--- src/rtl/multicycle_control_if.sv ---
// Control-unit boundary: instruction fields and status flags in, datapath controls out.
// master = control unit, slave = datapath.
interface multicycle_control_if;
   logic [6:0] opcode;
   logic [2:0] funct3;
   logic       funct7_5;
   logic       zero;
   logic       mem_ready;
   logic       pc_write;
   logic       ir_write;
   logic       reg_write;
   logic       mem_read;
   logic       mem_write;
   logic       mem_to_reg;
   logic       pc_src;
   logic       alu_src_a;
   logic [1:0] alu_src_b;
   logic [2:0] alu_op;
   logic       instr_done;
   logic       error;
   logic [2:0] state;

   modport master (
      input  opcode, funct3, funct7_5, zero, mem_ready,
      output pc_write, ir_write, reg_write, mem_read, mem_write, mem_to_reg,
             pc_src, alu_src_a, alu_src_b, alu_op, instr_done, error, state
   );

   modport slave (
      output opcode, funct3, funct7_5, zero, mem_ready,
      input  pc_write, ir_write, reg_write, mem_read, mem_write, mem_to_reg,
             pc_src, alu_src_a, alu_src_b, alu_op, instr_done, error, state
   );
endinterface

--- src/rtl/multicycle_control.sv ---
// Multicycle RV32 subset control FSM (lh/sh/andi/sub/or/srl/beq) with a memory
// wait timeout that traps; outputs are combinational from state and inputs.
module multicycle_control #(
   parameter int MEM_WAIT_MAX = 15
) (
   input logic                 clk,
   input logic                 rst_n,
   multicycle_control_if.master cif
);

   localparam int WCW = ($clog2(MEM_WAIT_MAX + 1) > 4) ? $clog2(MEM_WAIT_MAX + 1) : 4;

   typedef enum logic [2:0] {
      S_FETCH  = 3'd0,
      S_DECODE = 3'd1,
      S_EXEC   = 3'd2,
      S_MEM    = 3'd3,
      S_WB     = 3'd4,
      S_TRAP   = 3'd5
   } state_t;

   typedef enum logic [2:0] {
      OP_ADD = 3'b000,
      OP_SUB = 3'b001,
      OP_AND = 3'b010,
      OP_OR  = 3'b011,
      OP_SRL = 3'b100
   } alu_op_t;

   typedef struct packed {
      logic       pc_write;
      logic       ir_write;
      logic       reg_write;
      logic       mem_read;
      logic       mem_write;
      logic       mem_to_reg;
      logic       pc_src;
      logic       alu_src_a;
      logic [1:0] alu_src_b;
      logic [2:0] alu_op;
      logic       instr_done;
      logic       error;
   } ctrl_t;

   state_t         state_q, state_nxt;
   logic [WCW-1:0] wait_cnt, wait_cnt_nxt;
   ctrl_t          ctl;

   logic is_lh, is_sh, is_andi, is_sub, is_or, is_srl, is_beq, is_rtype, legal, timeout;

   always_comb begin
      is_lh    = (cif.opcode == 7'b0000011) && (cif.funct3 == 3'b001);
      is_sh    = (cif.opcode == 7'b0100011) && (cif.funct3 == 3'b001);
      is_andi  = (cif.opcode == 7'b0010011) && (cif.funct3 == 3'b111);
      is_sub   = (cif.opcode == 7'b0110011) && (cif.funct3 == 3'b000) && cif.funct7_5;
      is_or    = (cif.opcode == 7'b0110011) && (cif.funct3 == 3'b110);
      is_srl   = (cif.opcode == 7'b0110011) && (cif.funct3 == 3'b101) && !cif.funct7_5;
      is_beq   = (cif.opcode == 7'b1100011) && (cif.funct3 == 3'b000);
      is_rtype = is_sub || is_or || is_srl;
      legal    = is_lh || is_sh || is_andi || is_rtype || is_beq;
   end

   // mem_ready wins over the timeout in the boundary cycle
   assign timeout = (wait_cnt == WCW'(MEM_WAIT_MAX)) && !cif.mem_ready;

   always_comb begin
      ctl       = '0;
      state_nxt = state_q;
      case (state_q)
         S_FETCH: begin
            ctl.mem_read  = 1'b1;
            ctl.alu_src_b = 2'b01;
            if (cif.mem_ready) begin
               ctl.ir_write = 1'b1;
               ctl.pc_write = 1'b1;
               state_nxt    = S_DECODE;
            end else if (timeout) begin
               state_nxt = S_TRAP;
            end
         end
         S_DECODE: begin
            ctl.alu_src_b = 2'b10;
            state_nxt     = legal ? S_EXEC : S_TRAP;
         end
         S_EXEC: begin
            ctl.alu_src_a = 1'b1;
            if (is_rtype) begin
               ctl.alu_op = is_sub ? OP_SUB : (is_or ? OP_OR : OP_SRL);
               state_nxt  = S_WB;
            end else if (is_andi) begin
               ctl.alu_src_b = 2'b10;
               ctl.alu_op    = OP_AND;
               state_nxt     = S_WB;
            end else if (is_lh || is_sh) begin
               ctl.alu_src_b = 2'b10;
               state_nxt     = S_MEM;
            end else if (is_beq) begin
               ctl.alu_op     = OP_SUB;
               ctl.pc_src     = 1'b1;
               ctl.pc_write   = cif.zero;
               ctl.instr_done = 1'b1;
               state_nxt      = S_FETCH;
            end else begin
               // IR changed under us after decode; nothing sane to retire
               ctl.alu_src_a = 1'b0;
               state_nxt     = S_TRAP;
            end
         end
         S_MEM: begin
            if (is_lh || is_sh) begin
               ctl.mem_read  = is_lh;
               ctl.mem_write = is_sh;
               if (cif.mem_ready) begin
                  ctl.instr_done = is_sh;
                  state_nxt      = is_lh ? S_WB : S_FETCH;
               end else if (timeout) begin
                  state_nxt = S_TRAP;
               end
            end else begin
               state_nxt = S_TRAP;
            end
         end
         S_WB: begin
            ctl.reg_write  = 1'b1;
            ctl.mem_to_reg = is_lh;
            ctl.instr_done = 1'b1;
            state_nxt      = S_FETCH;
         end
         S_TRAP: begin
            ctl.error = 1'b1;
         end
         default: state_nxt = S_FETCH;
      endcase
   end

   always_comb begin
      wait_cnt_nxt = wait_cnt;
      if (state_nxt != state_q)
         wait_cnt_nxt = '0;
      else if ((state_q == S_FETCH || state_q == S_MEM) && !cif.mem_ready)
         wait_cnt_nxt = wait_cnt + WCW'(1);
   end

   always_ff @(posedge clk or negedge rst_n) begin
      if (!rst_n) begin
         state_q  <= S_FETCH;
         wait_cnt <= '0;
      end else begin
         state_q  <= state_nxt;
         wait_cnt <= wait_cnt_nxt;
      end
   end

   // FETCH drives mem_read combinationally, so everything is gated while in reset
   assign cif.pc_write   = rst_n & ctl.pc_write;
   assign cif.ir_write   = rst_n & ctl.ir_write;
   assign cif.reg_write  = rst_n & ctl.reg_write;
   assign cif.mem_read   = rst_n & ctl.mem_read;
   assign cif.mem_write  = rst_n & ctl.mem_write;
   assign cif.mem_to_reg = rst_n & ctl.mem_to_reg;
   assign cif.pc_src     = rst_n & ctl.pc_src;
   assign cif.alu_src_a  = rst_n & ctl.alu_src_a;
   assign cif.alu_src_b  = rst_n ? ctl.alu_src_b : 2'b00;
   assign cif.alu_op     = rst_n ? ctl.alu_op : 3'b000;
   assign cif.instr_done = rst_n & ctl.instr_done;
   assign cif.error      = rst_n & ctl.error;
   assign cif.state      = rst_n ? state_q : S_FETCH;

endmodule

--- src/flat_wrapper.sv ---
// flat-port wrapper written by rule: the top's interface ports become plain ports
module multicycle_control_flat 
#(
   parameter int MEM_WAIT_MAX = 15
)
  (clk, rst_n, cif_opcode, cif_funct3, cif_funct7_5, cif_zero, cif_mem_ready, cif_pc_write, cif_ir_write, cif_reg_write, cif_mem_read, cif_mem_write, cif_mem_to_reg, cif_pc_src, cif_alu_src_a, cif_alu_src_b, cif_alu_op, cif_instr_done, cif_error, cif_state);
  multicycle_control_if cif_i ();
  input logic clk;
  input logic rst_n;
  input wire logic [$bits(cif_i.opcode)-1:0] cif_opcode;
  input wire logic [$bits(cif_i.funct3)-1:0] cif_funct3;
  input wire logic [$bits(cif_i.funct7_5)-1:0] cif_funct7_5;
  input wire logic [$bits(cif_i.zero)-1:0] cif_zero;
  input wire logic [$bits(cif_i.mem_ready)-1:0] cif_mem_ready;
  output wire logic [$bits(cif_i.pc_write)-1:0] cif_pc_write;
  output wire logic [$bits(cif_i.ir_write)-1:0] cif_ir_write;
  output wire logic [$bits(cif_i.reg_write)-1:0] cif_reg_write;
  output wire logic [$bits(cif_i.mem_read)-1:0] cif_mem_read;
  output wire logic [$bits(cif_i.mem_write)-1:0] cif_mem_write;
  output wire logic [$bits(cif_i.mem_to_reg)-1:0] cif_mem_to_reg;
  output wire logic [$bits(cif_i.pc_src)-1:0] cif_pc_src;
  output wire logic [$bits(cif_i.alu_src_a)-1:0] cif_alu_src_a;
  output wire logic [$bits(cif_i.alu_src_b)-1:0] cif_alu_src_b;
  output wire logic [$bits(cif_i.alu_op)-1:0] cif_alu_op;
  output wire logic [$bits(cif_i.instr_done)-1:0] cif_instr_done;
  output wire logic [$bits(cif_i.error)-1:0] cif_error;
  output wire logic [$bits(cif_i.state)-1:0] cif_state;
  assign cif_i.opcode = cif_opcode;
  assign cif_i.funct3 = cif_funct3;
  assign cif_i.funct7_5 = cif_funct7_5;
  assign cif_i.zero = cif_zero;
  assign cif_i.mem_ready = cif_mem_ready;
  assign cif_pc_write = cif_i.pc_write;
  assign cif_ir_write = cif_i.ir_write;
  assign cif_reg_write = cif_i.reg_write;
  assign cif_mem_read = cif_i.mem_read;
  assign cif_mem_write = cif_i.mem_write;
  assign cif_mem_to_reg = cif_i.mem_to_reg;
  assign cif_pc_src = cif_i.pc_src;
  assign cif_alu_src_a = cif_i.alu_src_a;
  assign cif_alu_src_b = cif_i.alu_src_b;
  assign cif_alu_op = cif_i.alu_op;
  assign cif_instr_done = cif_i.instr_done;
  assign cif_error = cif_i.error;
  assign cif_state = cif_i.state;
  multicycle_control #(.MEM_WAIT_MAX(MEM_WAIT_MAX)) u_core (.clk(clk), .rst_n(rst_n), .cif(cif_i));
endmodule
--- config.mk ---
export PLATFORM = sky130hd
export DESIGN_NAME = multicycle_control_flat
export DESIGN_NICKNAME = d
export VERILOG_FILES = /design/src/rtl/multicycle_control_if.sv /design/src/rtl/multicycle_control.sv /design/src/flat_wrapper.sv
export SDC_FILE = /design/constraint.sdc
export NUM_CORES = 1
export LEC_CHECK = 0
export ABC_CLOCK_PERIOD_IN_PS = 1700
export CAP_MARGIN = 20
export CORE_MARGIN = 8
export CORE_UTILIZATION = 41
export CTS_CLUSTER_SIZE = 16
export DETAILED_ROUTE_END_ITERATION = 12
export PLACE_DENSITY = 0.81
export SLEW_MARGIN = 40
export SYNTH_ARGS = -nofsm -noshare
export SYNTH_HDL_FRONTEND = slang
export SYNTH_SLANG_ARGS = --single-unit
--- constraint.sdc ---
create_clock -name clk -period 1.7 [get_ports clk]
set_input_delay 0.34 -clock clk [delete_from_list [all_inputs] [get_ports clk]]
set_output_delay 0.34 -clock clk [all_outputs]
set_load 0.01 [all_outputs]
==> qor.yml, run 1 <==
status:
  run_status: "stopped before the end"
  flow.stopped_at: "global routing"
  error_msg: "[ERROR DPL-0038] Utilization greater than 100%, impossible to legalize"
yosys:
  synth_largest_type_area_fraction: 0.1842
  netlist_area_pre_place_sq_um: 950.9
  synth_enable_flop_cells: 0
  synth_fp_nets: 141
  synth_seq_cells: 7
  synth.distinct_cells: 49
  yosys_most_used_dff: "sky130_fd_sc_hd__dfrtp_1"
  async_reset_ff_frac: 1.000
  yosysWarningCount: 0
  sequential_cell_area_fraction_in_the_yosys_report: 0.1842
  synth_area_leader_cell: "sky130_fd_sc_hd__dfrtp_1"
  netlist_top_cells_area: "sky130_fd_sc_hd__dfrtp_1 (18%), sky130_fd_sc_hd__nor3_1 (6.8%), sky130_fd_sc_hd__nand2_1 (6.3%), sky130_fd_sc_hd__nor2_1 (4.3%), sky130_fd_sc_hd__nand2b_1 (3.3%)"
  cells_after_synthesis: 125
  post_synthesis_average_cell_area_sq_um: 7.607
floorplanning:
  die_height_um: 64.16
  floorplan.initialDensity: 0.4299
  fp-row-count: 17
  die_width_um: 64.16
  design.portCount: 33
timing:
  worst-endpoint-pin-kind: "output port"
  repair-timing-grt-worst-ep: "cif_instr_done"
grt:
  maximum_number_of_pins_on_one_net_before_global_route_repair: 9
clock_tree:
  clock_tree.root_cell: "sky130_fd_sc_hd__clkbuf_4"
  cts_num_sinks: 7
  cts-buffers-inserted: 3
  cts_hold_buf: 0
  htree_levels: 1
  clock_tree.buffer_depth: 2
placement:
  numPortBuffers: 32
  place_inst: 228
  gp_congestion: 0.9087
  hpwlAfterDp_mm: 3.112
cell usage after synthesis (all sizes together) (2+ instances only):
| library cell | n |
|---|---|
| a21oi | 3 |
| a22oi | 3 |
| and2 | 3 |
| and3 | 2 |
| and3b | 2 |
| buf | 5 |
| dfrtp | 7 |
| inv | 5 |
| mux2i | 2 |
| nand2 | 16 |
| nand2b | 5 |
| nand3 | 3 |
| nand4 | 3 |
| nor2 | 11 |
| nor2b | 3 |
| nor3 | 14 |
| nor4 | 2 |
| o211ai | 3 |
| o21ai | 2 |
| o22ai | 2 |
| o31ai | 2 |
| or3 | 3 |
| xnor2 | 3 |
stage by stage:
stage          area, sq um  setup TNS (ns)  setup slack (ns)
4_1_cts               2014          -2.481           -0.3944
3_5_place_dp          1675          -19.62            -1.195
2_1_floorplan        999.7         -0.5006           -0.1180
3_3_place_gp          1675          -18.39            -1.132
what timing repair did:
| item | 4_1_cts |
|---|---|
| resized for setup | 171 |
| setup buffers | 23 |
| endpoints found under the setup margin | 25 |
| pin swaps | 22 |
| cloned | 0 |
kinds of logic after synthesis:
logic type | synth area share
buffers and inverters | 0.06185
adders and majority gates | 0.01316
DFF | 0.1842
xor gates and xnor gates | 0.03685
and+or+nand+nor | 0.4619
muxes | 0.03684
AOI/OAI and AO/OA | 0.2053
==> inputs of run 2 (changes only) <==
Settings changed: ABC_CLOCK_PERIOD_IN_PS 1700 to 2200, CORE_AREA set to 8 8 69 71, CORE_MARGIN 8 to not set, CORE_UTILIZATION 41 to not set, CTS_CLUSTER_SIZE 16 to not set, DIE_AREA set to 0 0 77 79, PLACE_DENSITY 0.81 to not set, PLACE_DENSITY_LB_ADDON set to 0.15.
Clock period 1.7 ns to 2.2 ns, I/O delays scaled along.
==> qor.yml, run 2 <==
timing:
  report.final.slew_viol_count: 0
  max_clock_freq_ghz: 0.4433
  fin_worst_skew_ns: 0.001847
  finalCritPeriodShare: 1.025
  total_setup_violations_reported_at_the_end_of_the_flow: 2
  rsz0062_at_grt: "true"
  layout_setup_ws_ns: -0.05574
  min_period_ns: 2.256
  fin_tns_setup_ns: -0.06296
  slew_headroom: 0.6799
  fin_worst_hold_slack_ns: 0.2682
  timing_worst_slew_pin_value_ns: 0.4780
  final_hold_viol_count: 0
layout:
  layout.filler_cells: 395
  finish.net_count: 229
  num_antenna_cells: 0
  layout-drive-gt1-share: 0.5377
  max_flop_register: "u_core.wait_cnt"
  multi_input_area_sq_um: 850.8
  post-route-util: 0.4964
  most-common-layout-cells: "sky130_fd_sc_hd__buf_4 (49), sky130_fd_sc_hd__nand2_1 (15), sky130_fd_sc_hd__buf_6 (11), sky130_fd_sc_hd__nor2_1 (10)"
  layout_commonest_cell: "sky130_fd_sc_hd__buf_4"
  largest_registers_ranked_by_flip_flop_count: "u_core.wait_cnt: 4 flops, u_core.state_q: 3 flops"
  cell_area_after_layout_sq_um: 1886
  max_ffs_per_register: 4
  seqCellArea_sq_um: 176.4
  area_delta_synth_final_pct: 98.29
yosys:
  synth_enable_flop_cells: 0
  netlist_top_cells_area: "sky130_fd_sc_hd__dfrtp_1 (18%), sky130_fd_sc_hd__nor3_1 (6.8%), sky130_fd_sc_hd__nand2_1 (6.3%), sky130_fd_sc_hd__nor2_1 (4.3%), sky130_fd_sc_hd__nand2b_1 (3.3%)"
  synth.distinct_cells: 49
  synth_largest_type_area_fraction: 0.1842
  synth_seq_cells: 7
  cells_after_synthesis: 125
  post_synthesis_average_cell_area_sq_um: 7.607
  sequential_cell_area_fraction_in_the_yosys_report: 0.1842
  async_reset_ff_frac: 1.000
  yosysWarningCount: 0
  synth_area_leader_cell: "sky130_fd_sc_hd__dfrtp_1"
  yosys-top-cells-count: "sky130_fd_sc_hd__nand2_1 (16), sky130_fd_sc_hd__nor3_1 (13), sky130_fd_sc_hd__nor2_1 (11), sky130_fd_sc_hd__dfrtp_1 (7)"
  synth_fp_nets: 141
  library_cell_with_the_highest_instance_count_after_synthesis: "sky130_fd_sc_hd__nand2_1"
  netlist_area_pre_place_sq_um: 950.9
  yosys_most_used_dff: "sky130_fd_sc_hd__dfrtp_1"
critical_path:
  path_buf_inv: 4
  setup.worst_path.start_class: "input port"
  crit_top_cell: "sky130_fd_sc_hd__buf_4"
  crit_path_top_delay_cell: "sky130_fd_sc_hd__nor4b_4"
  rr_worst_depth: 8
  worst_r2r_startpoint: "u_core.state_q[2]$_DFF_PN0_"
  path_cells: "buf_8 > nor4b_4 > buf_4 > nand4_1 > nor3_2 > buf_4 > a41oi_2 > o31ai_2 > buf_2"
  max_stage_delay_ns: 0.25
  arrival_ns: 1.82
  cp-end-kind: "primary output"
  setup.reg_to_reg.worst_slack_ns: 0.21
  cp_top_family: "simple AND/OR/NAND/NOR gates"
  path_max_fanout: 2
  setup.worst_path.class: "in -> out"
  r2r_end: "u_core.wait_cnt[3]$_DFFE_PN0P_"
  worstPathRequired_ns: 1.76
clock_tree:
  cts_num_sinks: 7
  htree_levels: 1
  clk-insertion-delay-late_ns: 0.23
  cts_tree: "built"
  clock_tree.root_cell: "sky130_fd_sc_hd__clkbuf_8"
  cts_hold_buf: 0
  clock_tree.buffer_depth: 2
  cts-buffers-inserted: 3
  clkTransAtPathRegs_ns: 0.04
floorplanning:
  floorplan.initialDensity: 0.2503
  fp-row-count: 23
  floorplan.core_area_sq_um: 3799
  fp.dieArea_sq_um: 6083
  die_width_um: 77
  design.portCount: 33
  die_height_um: 79
pwr:
  power.density_nw_per_um2: 241.0
  worst_vdd_drop_mv: 0.1529
  report.power.total_uw: 454.3
  cellLeakagePower_nw: 0.8679
grt:
  grt_pass1_wl_mm: 6.375
  grt_util_all_layers: 0.1237
  grt_pass1_vias: 1412
  grt_remaining_overflow: 0
  antenna_violations_before_repair: 0
  maximum_number_of_pins_on_one_net_before_global_route_repair: 14
routing:
  drtAntennaViolNets: 0
  dr_total_vias: 1333
  route.detailed.wl_per_inst_um: 14.57
  wirelength_mm: 3.817
  drt_iter0_drc: 55
  vias_per_cell: 5.088
  first_pass_iters: 4
  route.detailed.drc: 0
status:
  run_status: "finished with violations"
  failing_checks: "setup timing"
worst_hold_path:
  hp-class: "in -> async"
run:
  maxCapViolCount: 0
placement:
  placed_cell_area_sq_um: 1584
  numPortBuffers: 32
  gp_congestion: 0.8606
  hpwlAfterDp_mm: 2.849
run 2: cell counts after synthesis:
No cell type changed its count.
run 2: per-layer routing:
layer	up-vias	track usage	part of all wire
met5	-	0	0
met4	0	0.05660	0.025
met1	643	0.1261	0.38
met2	37	0.2430	0.54
li1	641	-	-
met3	12	0.01806	0.050
run 2: logic make-up after synthesis:
logic type	after synthesis	share of synthesized area
AND/OR/NAND/NOR	75	0.4619
AO/OA/AOI/OAI	25	0.2053
buffers and inverters	10	0.06185
flip-flops	7	0.1842
XOR/XNOR	4	0.03685
multiplexers	3	0.03684
adder cells (fa/ha/maj)	1	0.01316
run 2: report_power, final:
part           internal, mW  leakage (nW)  switching, mW
Clock                 0.123        0.0255         0.0642
Combinational        0.0813         0.757         0.0563
Sequential            0.129        0.0857     0.00000386
Total                 0.334         0.868          0.121
run 2: worst max-delay path by stage:
stage,from,endpoint,cells past startpoint
finish,cif_funct3[1],cif_instr_done,9
floorplan,cif_opcode[3],cif_instr_done,5
global placement,cif_opcode[1],cif_instr_done,8
global route,cif_funct3[1],cif_instr_done,9
CTS,rst_n,cif_reg_write,7
detailed placement,cif_opcode[1],cif_instr_done,8
run 2: through the flow:
| stage | setup WS (ns) | std cells |
|---|---|---|
| 4_1_cts | -0.2206 | 252 |
| 3_5_place_dp | -0.9340 | 239 |
| 6_report | -0.05574 | 262 |
| 3_3_place_gp | -0.8509 | 239 |
| 5_1_grt | -0.1648 | 262 |
| 2_1_floorplan | 0.03033 | 125 |
run 2: layout make-up:
cell class / instances / share of cell area
repair buffers: 88 / 0.3875
well taps: 50 / 0.03318
flip-flops and latches: 7 / 0.09356
clock buffers: 3 / 0.02190
inverters: 5 / 0.009954
clock inverters: 1 / 0.002654
multi-input cells: 108 / 0.4512
run 2: what timing repair did:
item,4_1_cts,5_1_grt
gates resized for setup,92,36
buffers inserted,9,11
pin swaps,16,16
setup endpoints to repair,23,22
hold endpoints to repair,0,0
run 2: worst register-to-register path, cell delays in order, from the launching register on:
cell and delay [ns]:
sky130_fd_sc_hd__dfrtp_1 0.34, sky130_fd_sc_hd__buf_4 0.15, sky130_fd_sc_hd__buf_4 0.16, sky130_fd_sc_hd__nor2_1 0.07
sky130_fd_sc_hd__mux2i_1 0.17, sky130_fd_sc_hd__o22ai_1 0.13, sky130_fd_sc_hd__a311oi_2 0.33, sky130_fd_sc_hd__mux2_4 0.37
sky130_fd_sc_hd__nor3_1 0.19
Note: power is estimated with default switching activity, not from simulation.
==> inputs of run 3 (changes only) <==
Settings changed: REMOVE_ABC_BUFFERS set to 1.
==> qor.yml, run 3 (synthesis gave the netlist of run 2 again) <==
timing:
  finalCritPeriodShare: 1.033
  report.final.slew_viol_count: 0
  slew_headroom: 0.7249
  total_setup_violations_reported_at_the_end_of_the_flow: 1
  min_period_ns: 2.272
  final_hold_viol_count: 0
  fin_worst_skew_ns: 0.0003316
  fin_tns_setup_ns: -0.07234
  max_clock_freq_ghz: 0.4401
  timing_worst_slew_pin_value_ns: 0.4112
  rsz0062_at_grt: "true"
  fin_worst_hold_slack_ns: 0.2909
  layout_setup_ws_ns: -0.07234
pwr:
  pwr-share-seq: 0.292
  power.density_nw_per_um2: 246.3
  share_comb_of_total_power: 0.282
  cellLeakagePower_nw: 0.8288
  p_clk_frac: 0.425
  report.power.total_uw: 442.2
  power.internal_uw: 325.8
  power_switching_uw: 116.5
  worst_vdd_drop_mv: 0.1221
  power.switching_fraction: 0.2633
critical_path:
  cp-end-kind: "primary output"
  path_buf_inv: 4
  max_stage_delay_ns: 0.25
  path_cells: "buf_6 > nor4bb_4 > buf_4 > nand4_1 > nor3_2 > buf_4 > a41oi_2 > o31ai_1 > buf_2"
  arrival_ns: 1.83
  crit_start: "cif_opcode[3]"
  cp_top_family: "simple AND/OR/NAND/NOR gates"
  worst_r2r_startpoint: "u_core.state_q[2]$_DFF_PN0_"
  setup.worst_path.class: "in -> out"
  setup.worst_path.start_class: "input port"
  crit_top_cell: "sky130_fd_sc_hd__buf_4"
  path_max_fanout: 2
  crit_path_top_delay_cell: "sky130_fd_sc_hd__nor4bb_4"
  worstPathRequired_ns: 1.76
floorplanning:
  floorplan.initialDensity: 0.2503
  design.portCount: 33
  floorplan.core_area_sq_um: 3799
  fp-row-count: 23
  die_width_um: 77
  fp.dieArea_sq_um: 6083
  die_height_um: 79
layout:
  cell_area_after_layout_sq_um: 1795
  most-common-layout-cells: "sky130_fd_sc_hd__buf_4 (47), sky130_fd_sc_hd__nand2_1 (15), sky130_fd_sc_hd__buf_2 (12), sky130_fd_sc_hd__nor2_1 (10), sky130_fd_sc_hd__dlygate4sd2_1 (9)"
  layout-drive-gt1-share: 0.5266
  finish.net_count: 224
  layout.filler_cells: 422
  max_flop_register: "u_core.wait_cnt"
  layout_commonest_cell: "sky130_fd_sc_hd__buf_4"
  multi_input_area_sq_um: 853.3
  num_antenna_cells: 0
  seqCellArea_sq_um: 175.2
  largest_registers_ranked_by_flip_flop_count: "u_core.wait_cnt: 4 flops, u_core.state_q: 3 flops"
  max_ffs_per_register: 4
  area_delta_synth_final_pct: 88.82
placement:
  numPortBuffers: 32
  dp_worst_setup_slack_ns: -0.9001
  placed_cell_area_sq_um: 1587
  hpwlAfterDp_mm: 2.784
  gp_congestion: 0.8779
routing:
  vias_per_cell: 4.946
  route.detailed.wl_per_inst_um: 14.33
  drt_iter0_drc: 89
  dr_total_vias: 1271
  first_pass_iters: 4
  wirelength_mm: 3.683
  route.detailed.drc: 0
  drtAntennaViolNets: 0
clock_tree:
  cts_tree: "built"
  clkTransAtPathRegs_ns: 0.04
  cts_num_sinks: 7
  clk-insertion-delay-late_ns: 0.23
  htree_levels: 1
  cts-buffers-inserted: 3
  clock_tree.buffer_depth: 2
  clock_tree.root_cell: "sky130_fd_sc_hd__clkbuf_8"
status:
  failing_checks: "setup timing"
  run_status: "finished with violations"
grt:
  grt_pass1_wl_mm: 5.954
  grt_remaining_overflow: 0
  antenna_violations_before_repair: 0
  maximum_number_of_pins_on_one_net_before_global_route_repair: 11
  grt_pass1_vias: 1324
  grt_util_all_layers: 0.1167
worst_hold_path:
  hp-class: "in -> async"
run:
  maxCapViolCount: 0
==> run 3: path summary, 6_finish.rpt <==
| kind | slack [ns] | endpoint | depth (start not counted) |
|---|---|---|---|
| worst max-delay path | -0.07 | cif_instr_done | 9 |
| worst min-delay path | 0.29 | u_core.state_q[1]$_DFF_PN0_ | 3 |
| worst max register to register | 0.14 | u_core.wait_cnt[3]$_DFFE_PN0P_ | 7 |
| worst min register to register | 0.60 | u_core.wait_cnt[1]$_DFFE_PN0P_ | 2 |
| max in group asynchronous | 1.79 | u_core.wait_cnt[1]$_DFFE_PN0P_ | 3 |
| min in group clk | 0.60 | u_core.wait_cnt[1]$_DFFE_PN0P_ | 2 |
==> run 3: metal layers <==
metal  wire, um  track usage  up-vias
met1       1546       0.1330      596
met4         71      0.04528        0
met3        192      0.02483        8
li1           -            -      630
met5          0            0        -
met2       1873       0.2090       37
==> run 3: cell type report <==
class / count / area share
timing repair buffer: 83 / 0.3568
sequential: 7 / 0.09756
tap: 50 / 0.03484
inverter: 5 / 0.01045
multi-input combinational: 108 / 0.4753
clock buffer: 4 / 0.02509
==> run 3: what timing repair did <==
item / CTS / global route
buffers inserted: 9 / 4
pin swaps: 15 / 15
endpoints found under the setup margin: 23 / 16
hold buffers: 0 / 0
cloned: 0 / 0
resized for setup: 104 / 23
==> run 3: power groups by stage <==
| stage | clock network (mW) | logic [mW] | registers (mW) |
|---|---|---|---|
| floorplan | 0 | 0.0307 | 0.131 |
| global placement | 0 | 0.110 | 0.131 |
| detailed placement | 0 | 0.111 | 0.131 |
| CTS | 0.185 | 0.120 | 0.129 |
| global route | 0.198 | 0.136 | 0.129 |
| finish | 0.188 | 0.125 | 0.129 |
==> run 3: metrics by stage <==
stage | cells | util
global placement | 241 | 0.4177
finish | 257 | 0.4727
floorplan | 120 | -
global route | 257 | 0.4727
CTS | 254 | 0.4572
detailed placement | 241 | 0.4177
==> run 3: worst register-to-register path, delay by kind of cell (launching register included) <==
family,cells,cell delay [ns]
compound gates,2,0.33
buf+inv,2,0.33
flops,1,0.44
mux,1,0.36
simple gates,2,0.51
